## config.mk

```make
export PLATFORM = sky130hd
export DESIGN_NAME = z80_irq_ctrl
export DESIGN_NICKNAME = d
export VERILOG_FILES = /design/src/rtl/z80_irq_ctrl.sv
export SDC_FILE = /design/constraint.sdc
export NUM_CORES = 1
export LEC_CHECK = 0
export CAP_MARGIN = 20
export CORE_ASPECT_RATIO = 2
export CORE_MARGIN = 5
export CORE_UTILIZATION = 53
export CTS_BUF_LIST = sky130_fd_sc_hd__clkbuf_16
export CTS_CLUSTER_DIAMETER = 50
export DETAILED_ROUTE_END_ITERATION = 8
export GPL_TIMING_DRIVEN = 0
export PLACE_DENSITY_LB_ADDON = 0.2
export RECOVER_POWER = 100
export SYNTH_ARGS = -nofsm -noshare
export SYNTH_HDL_FRONTEND = slang
export SYNTH_SLANG_ARGS = --single-unit
```

## constraint.sdc

```tcl
create_clock -name clk -period 5.51 [get_ports clk]
set_clock_uncertainty 0.2 [all_clocks]
set_input_delay 1.653 -clock clk [delete_from_list [all_inputs] [get_ports clk]]
set_output_delay 1.653 -clock clk [all_outputs]
set_load 0.01 [all_outputs]
```

## src/rtl/z80_irq_ctrl.sv

```systemverilog
// z80_irq_ctrl -- four-source IM2 interrupt controller for a Z80 bus.
//
// Edges on irq_in latch pending bits. Enabled pending sources that outrank
// everything currently in service raise int_n. On the M1+IORQ acknowledge
// cycle the winning source moves to in-service, and its vector is driven
// until IORQ is released. The CPU retires the top in-service level with an
// EOI write.
//
// Ports
//   clk        system clock (only clock)
//   reset      synchronous, active-high reset
//   cs, we     register select / write enable from the IO decode
//   addr[1:0]  register index:
//                0 pending (W1C), 1 mask, 2 vector base, 3 in-service (write = EOI)
//   din[7:0]   write data
//   dout[7:0]  combinational read data for addr
//   irq_in[3:0] level request lines, bit 0 highest priority
//   m1_n, iorq_n CPU bus strobes, active low
//   int_n      registered interrupt request to the CPU, active low
//   vec_oe     high while vec must be muxed onto the CPU data bus
//   vec[7:0]   IM2 vector {base[7:3], id[1:0], 1'b0}
module z80_irq_ctrl #(
  parameter logic [3:0] RESET_MASK = 4'h0,
  parameter logic [7:0] RESET_BASE = 8'h00
) (
  input  logic       clk,
  input  logic       reset,
  input  logic       cs,
  input  logic       we,
  input  logic [1:0] addr,
  input  logic [7:0] din,
  output logic [7:0] dout,
  input  logic [3:0] irq_in,
  input  logic       m1_n,
  input  logic       iorq_n,
  output logic       int_n,
  output logic       vec_oe,
  output logic [7:0] vec
);

  typedef enum logic [1:0] {
    ST_IDLE = 2'd0,
    ST_REQ  = 2'd1,
    ST_ACK  = 2'd2
  } state_t;

  state_t     r_state;
  logic [3:0] r_pending;
  logic [3:0] r_mask;
  logic [7:0] r_base;
  logic [3:0] r_inservice;
  logic [3:0] r_irq_prev;
  logic       r_armed;
  logic       r_int_n;
  logic       r_vec_oe;
  logic [7:0] r_vec;

  logic       w_wr;
  logic [3:0] w_rise;
  logic [3:0] w_allow;
  logic [3:0] w_elig;
  logic [1:0] w_id;
  logic       w_ack;
  logic [3:0] w_ack_oh;
  logic [3:0] w_w1c;
  logic [3:0] w_eoi_clr;

  // Edge detect, priority filtering and the per-cycle register update terms.
  always_comb begin
    logic blocked;
    w_wr = cs & we;
    // r_armed stays low for the first cycle after reset so a line that is
    // already high at reset release does not register as an edge.
    w_rise = r_armed ? (irq_in & ~r_irq_prev) : 4'h0;
    // A source is allowed only when no in-service bit of equal or higher
    // priority (lower or equal index) is set.
    blocked = 1'b0;
    for (int k = 0; k < 4; k++) begin
      blocked    = blocked | r_inservice[k];
      w_allow[k] = ~blocked;
    end
    w_elig = r_pending & r_mask & w_allow;
    w_id   = 2'd0;
    for (int k = 3; k >= 0; k--) begin
      if (w_elig[k]) begin
        w_id = 2'(k);
      end else begin
        w_id = w_id;
      end
    end
    w_ack    = (r_state == ST_REQ) & ~m1_n & ~iorq_n & (|w_elig);
    w_ack_oh = w_ack ? (4'b0001 << w_id) : 4'h0;
    w_w1c    = (w_wr && (addr == 2'd0)) ? din[3:0] : 4'h0;
    // Lowest set bit of in-service, isolated with the two's-complement trick.
    w_eoi_clr = (w_wr && (addr == 2'd3)) ? (r_inservice & (~r_inservice + 4'd1)) : 4'h0;
  end

  // Register file, pending/in-service bookkeeping and edge history.
  always_ff @(posedge clk) begin
    if (reset) begin
      r_pending   <= 4'h0;
      r_inservice <= 4'h0;
      r_mask      <= RESET_MASK;
      r_base      <= RESET_BASE;
      r_irq_prev  <= 4'h0;
      r_armed     <= 1'b0;
    end else begin
      // A fresh edge wins over both W1C and the acknowledge clear.
      r_pending   <= (r_pending & ~w_w1c & ~w_ack_oh) | w_rise;
      r_inservice <= (r_inservice & ~w_eoi_clr) | w_ack_oh;
      r_irq_prev  <= irq_in;
      r_armed     <= 1'b1;
      if (w_wr && (addr == 2'd1)) begin
        r_mask <= din[3:0];
      end else begin
        r_mask <= r_mask;
      end
      if (w_wr && (addr == 2'd2)) begin
        r_base <= din;
      end else begin
        r_base <= r_base;
      end
    end
  end

  // Request/acknowledge FSM with registered bus outputs.
  always_ff @(posedge clk) begin
    if (reset) begin
      r_state  <= ST_IDLE;
      r_int_n  <= 1'b1;
      r_vec_oe <= 1'b0;
      r_vec    <= 8'h00;
    end else begin
      case (r_state)
        ST_IDLE: begin
          if (|w_elig) begin
            r_state <= ST_REQ;
            r_int_n <= 1'b0;
          end else begin
            r_int_n <= 1'b1;
          end
        end
        ST_REQ: begin
          if (!(|w_elig)) begin
            r_state <= ST_IDLE;
            r_int_n <= 1'b1;
          end else if (w_ack) begin
            // Vector is captured here, so later base writes cannot disturb it.
            r_state  <= ST_ACK;
            r_int_n  <= 1'b1;
            r_vec_oe <= 1'b1;
            r_vec    <= {r_base[7:3], w_id, 1'b0};
          end else begin
            r_int_n <= 1'b0;
          end
        end
        ST_ACK: begin
          if (iorq_n) begin
            r_state  <= ST_IDLE;
            r_vec_oe <= 1'b0;
            r_vec    <= 8'h00;
          end else begin
            r_vec_oe <= 1'b1;
          end
        end
        default: begin
          r_state  <= ST_IDLE;
          r_int_n  <= 1'b1;
          r_vec_oe <= 1'b0;
          r_vec    <= 8'h00;
        end
      endcase
    end
  end

  // Read mux; unmapped high nibbles read as zero.
  always_comb begin
    case (addr)
      2'd0:    dout = {4'h0, r_pending};
      2'd1:    dout = {4'h0, r_mask};
      2'd2:    dout = r_base;
      2'd3:    dout = {4'h0, r_inservice};
      default: dout = 8'h00;
    endcase
  end

  assign int_n  = r_int_n;
  assign vec_oe = r_vec_oe;
  assign vec    = r_vec;

endmodule

```

# Word-level counts from Yosys, hierarchy flattened
# Index checks and enable logic that the tools add are counted.
# classes
n_addsub	1
eq_ne	10
shift	1
mux	27
n_bitwise	28
n_reduce_logical	10
# ops
cell	count
$pmux W8 S4	1
$and A4 B4 Y4	7
$mux W8	3
$pmux W8 S3	1
$not A4 Y4	5
$mux W2	8
$mux W4	4
$or A4 B4 Y4	2
$mux W1	7
$not A1 Y1	7
$eq A2 B2 Y1 const B	3
$ne A2 B2 Y1 const B	3
$pmux W1 S3	2
$pmux W2 S3	1
$reduce_and A3 Y1	2
$add A4 B1 Y4 const B	1
$and A1 B1 Y1	4
$eq A2 B1 Y1 const B	2
$logic_and A1 B1 Y1	4
$logic_not A2 Y1	2
$reduce_and A4 Y1	1
$reduce_or A4 Y1	1
$shl A1 B2 Y4 const A	1
$ne A3 B3 Y1 const B	1
other kinds (2)	4
# word_totals
regBits	37
inputBits	20
out_inout_bits	18
elab_cells	87

# Depth between registers and ports, before layout
# depth
depth_word	14
mapped_depth	7
depth_no_buf	7

# Worst setup path after synthesis
# Ideal clock, no wire load.
# synth_timing
path_kind	input -> output
from	in addr[0]
to	out dout[0]
arrival_time_ns	2.534
required_time_ns	3.657
slack_ns	1.123
cell_stages	2
n_path_buf	1
cell_sequence	clkbuf_1 -> mux4_1
# synth_between
elab_chain_len	2
elab_cells_between_ends	5
cone_classes	3 x eq/ne; 1 x mux; 1 x reduce/logical
# synth_lines
element	line_no	rtl
from (decl)	30	input logic [1:0] addr,
$eq A2 B2 Y1 (tied with other cells)	178	case (addr)
$pmux W8 S4 *	178	
to (decl)	32	output logic [7:0] dout,
# Every way passes the cells marked *; elsewhere a longest branch is shown, timed or not.

# Final worst setup path
# layout_timing
from	in addr[1]
to	out dout[3]
# The elaborated chain is that of the path after synthesis.

==> qor.txt <==
Status - complete, no violations
Area Overhead vs Synth - 28.82%
Post-DR vias/cell - 6.150
CTS HTree Levels - 2
Clk Latency, worst-skew pair - 0.28 ns
Post-synth top area cell - dfxtp_1
Worst-path cell with the longest stage delay - dlygate4sd3_1
Max cap viols - 0
Root buf cell - clkbuf_16
Post-route antenna net violation count - 0
Core Area - 0.003120 mm²
Pins Over Slew Limit - 0
Layout cell share with drive strength beyond 1 - 7.623%
Leakage power - 0.8807 nW
Clock-pin slew on the worst setup and hold paths - 0.05 ns
PwrDens - 264.8 mW/mm²
Slowest stage delay, CP - 0.62 ns
Setup crit end kind - output port
Peak supply drop - 0.0002528 V
Detailed-router iteration count before antenna repair - 5
Port bufs - 33
Setup-failing EPs final - 0
Final GP Congestion - 0.8295
Most common cell after layout, fill and taps aside - dfxtp_1
Synth top area share - 42.57%
Clock sinks - 36
Starting Density - 54.25%
Setup crit start kind - input port
Worst-Margin Slew - 0.9275 ns
IO Count - 38
Tmin final - 5.049 ns
Die X - 49.97 µm
Remaining Overflow, GRT - 0
Count of different cell masters after synthesis - 46
Worst Path Required - 3.66 ns
Synth Instances - 183
# hold bufs at CTS - 0
RSZ-0062 raised after global routing - false
Placed Cells - 247
Clock buffer depth - 2
DRT iter0 DRCs - 50
Relative slew slack - 38.03%
TritonCTS clock tree - built
Setup CP Type - input port to output port
Chip Height - 89.93 µm
Top cells by area, synth - dfxtp_1 (43%), nand2_1 (5.5%), a21oi_1 (4.7%), mux4_2 (4.0%), mux2i_1 (3.0%)
Worst-path cell chain - clkbuf_1 -> mux4_2 -> dlygate4sd3_1
CP max FO - 8
Hold Path Class - register to register
Nets - 246
Num CTS Buffers - 5
Commonest cells after routing, fill and taps aside - dfxtp_1 (36), nand2_1 (25), dlygate4sd3_1 (19)
Post-DP HPWL - 3410 µm
First-pass GRT wire length - 7445 µm
Vias - 1562
Worst path bufs/invs - 2
Cell Area, Synth - 0.001693 mm²
Post-synthesis sequential area ratio - 42.57%
Overall routed net length - 4448 µm
Crit share post-route - 91.64%
Arrival @ worst endpoint - 3.20 ns
Mapped Nets - 206
Setup TNS - 0 ns
Delay-heaviest family, CP - buffers and inverters
Vias in the first global route - 1610
R2R setup slack - 2.99 ns
FP Rows - 29
Peak Freq - 0.1980 GHz
Synth warn - 0
Post-CTS Setup Inserts - 0
Die area - 0.004493 mm²
Syn avg cell area - 9.251 µm²
Ant diodes - 0
Hold Fails Final Rpt - 0
Seq cells post-synth - 36
Initial antenna violation count - 0
# DRC - 0
Hold WS - 0.2606 ns
Total track usage - 21.25%
Post-CTS Resized - 0
Largest net degree at the start of global routing - 11
Drt wl/cell - 17.51 µm
Final non-filler cell total - 254
## flip-flops by register name, summed over array words and instances (netlist names)
name	count
vec	7
r_irq_prev	4
vec_oe	1
int_n	1
r_base	8
r_state	2
r_armed	1
r_pending	4
r_mask	4
r_inservice	4
## worst register-to-register path: cells and delay by family (launching register included)
| family | cells | cell delay, ns |
|---|---|---|
| and+or+nand+nor | 3 | 0.74 |
| buffers and inverters | 1 | 0.11 |
| DFF | 1 | 0.36 |
| AOI/OAI and AO/OA | 2 | 0.73 |
| adders and majority gates | 1 | 0.25 |
## cells in the mapped netlist (all sizes together)
library cell / instances
a2111oi: 2
a211oi: 3
a21o: 1
a21oi: 17
a22oi: 5
a31o: 1
a31oi: 1
a32oi: 2
a41o: 2
and2: 4
and3: 1
and3b: 2
buf: 5
clkbuf: 4
conb: 1
dfxtp: 36
ha: 3
inv: 5
mux2i: 5
mux4: 4
nand2: 25
nand2b: 4
nand3: 3
nand3b: 4
nand4: 3
nand4b: 2
nor2: 13
nor2b: 7
nor3: 3
nor3b: 2
o211a: 1
o21a: 1
o21ai: 5
o311ai: 1
o31a: 1
o31ai: 2
or2: 1
or3: 1
## path summary, 6_finish.rpt
check	end	from	cells past startpoint
min	vec[1]$_SDFFE_PP0P_	vec[1]$_SDFFE_PP0P_	2
max reg2reg	vec[4]$_SDFFE_PP0P_	r_state[0]$_SDFFE_PP0P_	7
min reg2reg	vec[1]$_SDFFE_PP0P_	vec[1]$_SDFFE_PP0P_	2
max	dout[3]	addr[1]	3
## logic make-up (layout without fill, tap and decap cells)
| kind of cell | after synthesis | in the layout | share of synthesized area, % |
|---|---|---|---|
| AND/OR/NAND/NOR | 75 | 75 | 23.58 |
| AO/OA/AOI/OAI | 45 | 45 | 18.77 |
| flip-flops | 36 | 36 | 42.57 |
| buffers and inverters | 14 | 54 | 4.139 |
| multiplexers | 9 | 9 | 8.500 |
| adder cells (fa/ha/maj) | 3 | 3 | 2.218 |
| other | 1 | 1 | 0.2215 |
## metrics by stage
step                setup slack [ns]  total power [W]  area [µm²]  util [%]
global placement              0.5945        0.0003218        2062     66.08
floorplan                      1.123        0.0002994        1693         -
finish                        0.4607        0.0005776        2181     69.89
CTS                           0.6023        0.0005844        2196     70.37
detailed placement            0.5974        0.0003232        2062     66.08
global route                  0.3909        0.0005981        2181     69.89
## final cells by class
| cell class | instances | area, µm² |
|---|---|---|
| plain buffers | 9 | 41.29 |
| clock buffers | 5 | 125.1 |
| clock inverters | 2 | 8.758 |
| fillers | 252 | 939.7 |
| inverters | 5 | 18.77 |
| multi-input cells | 133 | 897.1 |
| flip-flops and latches | 36 | 720.7 |
| well taps | 31 | 38.79 |
| repair buffers | 33 | 330.3 |
## metal layers
layer | GRT usage [%] | wire length [µm] | vias to the layer above | share of wire [%]
met5 | 0 | 0 | - | 0
met4 | 11.60 | 182 | 0 | 4.1
met3 | 5.298 | 225 | 17 | 5.1
met2 | 38.94 | 2489 | 61 | 56
met1 | 20.27 | 1550 | 746 | 35
li1 | - | - | 738 | -
## power by group
| group | switching, W | internal, W |
|---|---|---|
| logic | 0.0000217 | 0.0000232 |
| clock network | 0.0000990 | 0.000162 |
| registers | 0.00000473 | 0.000267 |
No activity file was read; power rests on OpenSTA's default activity.
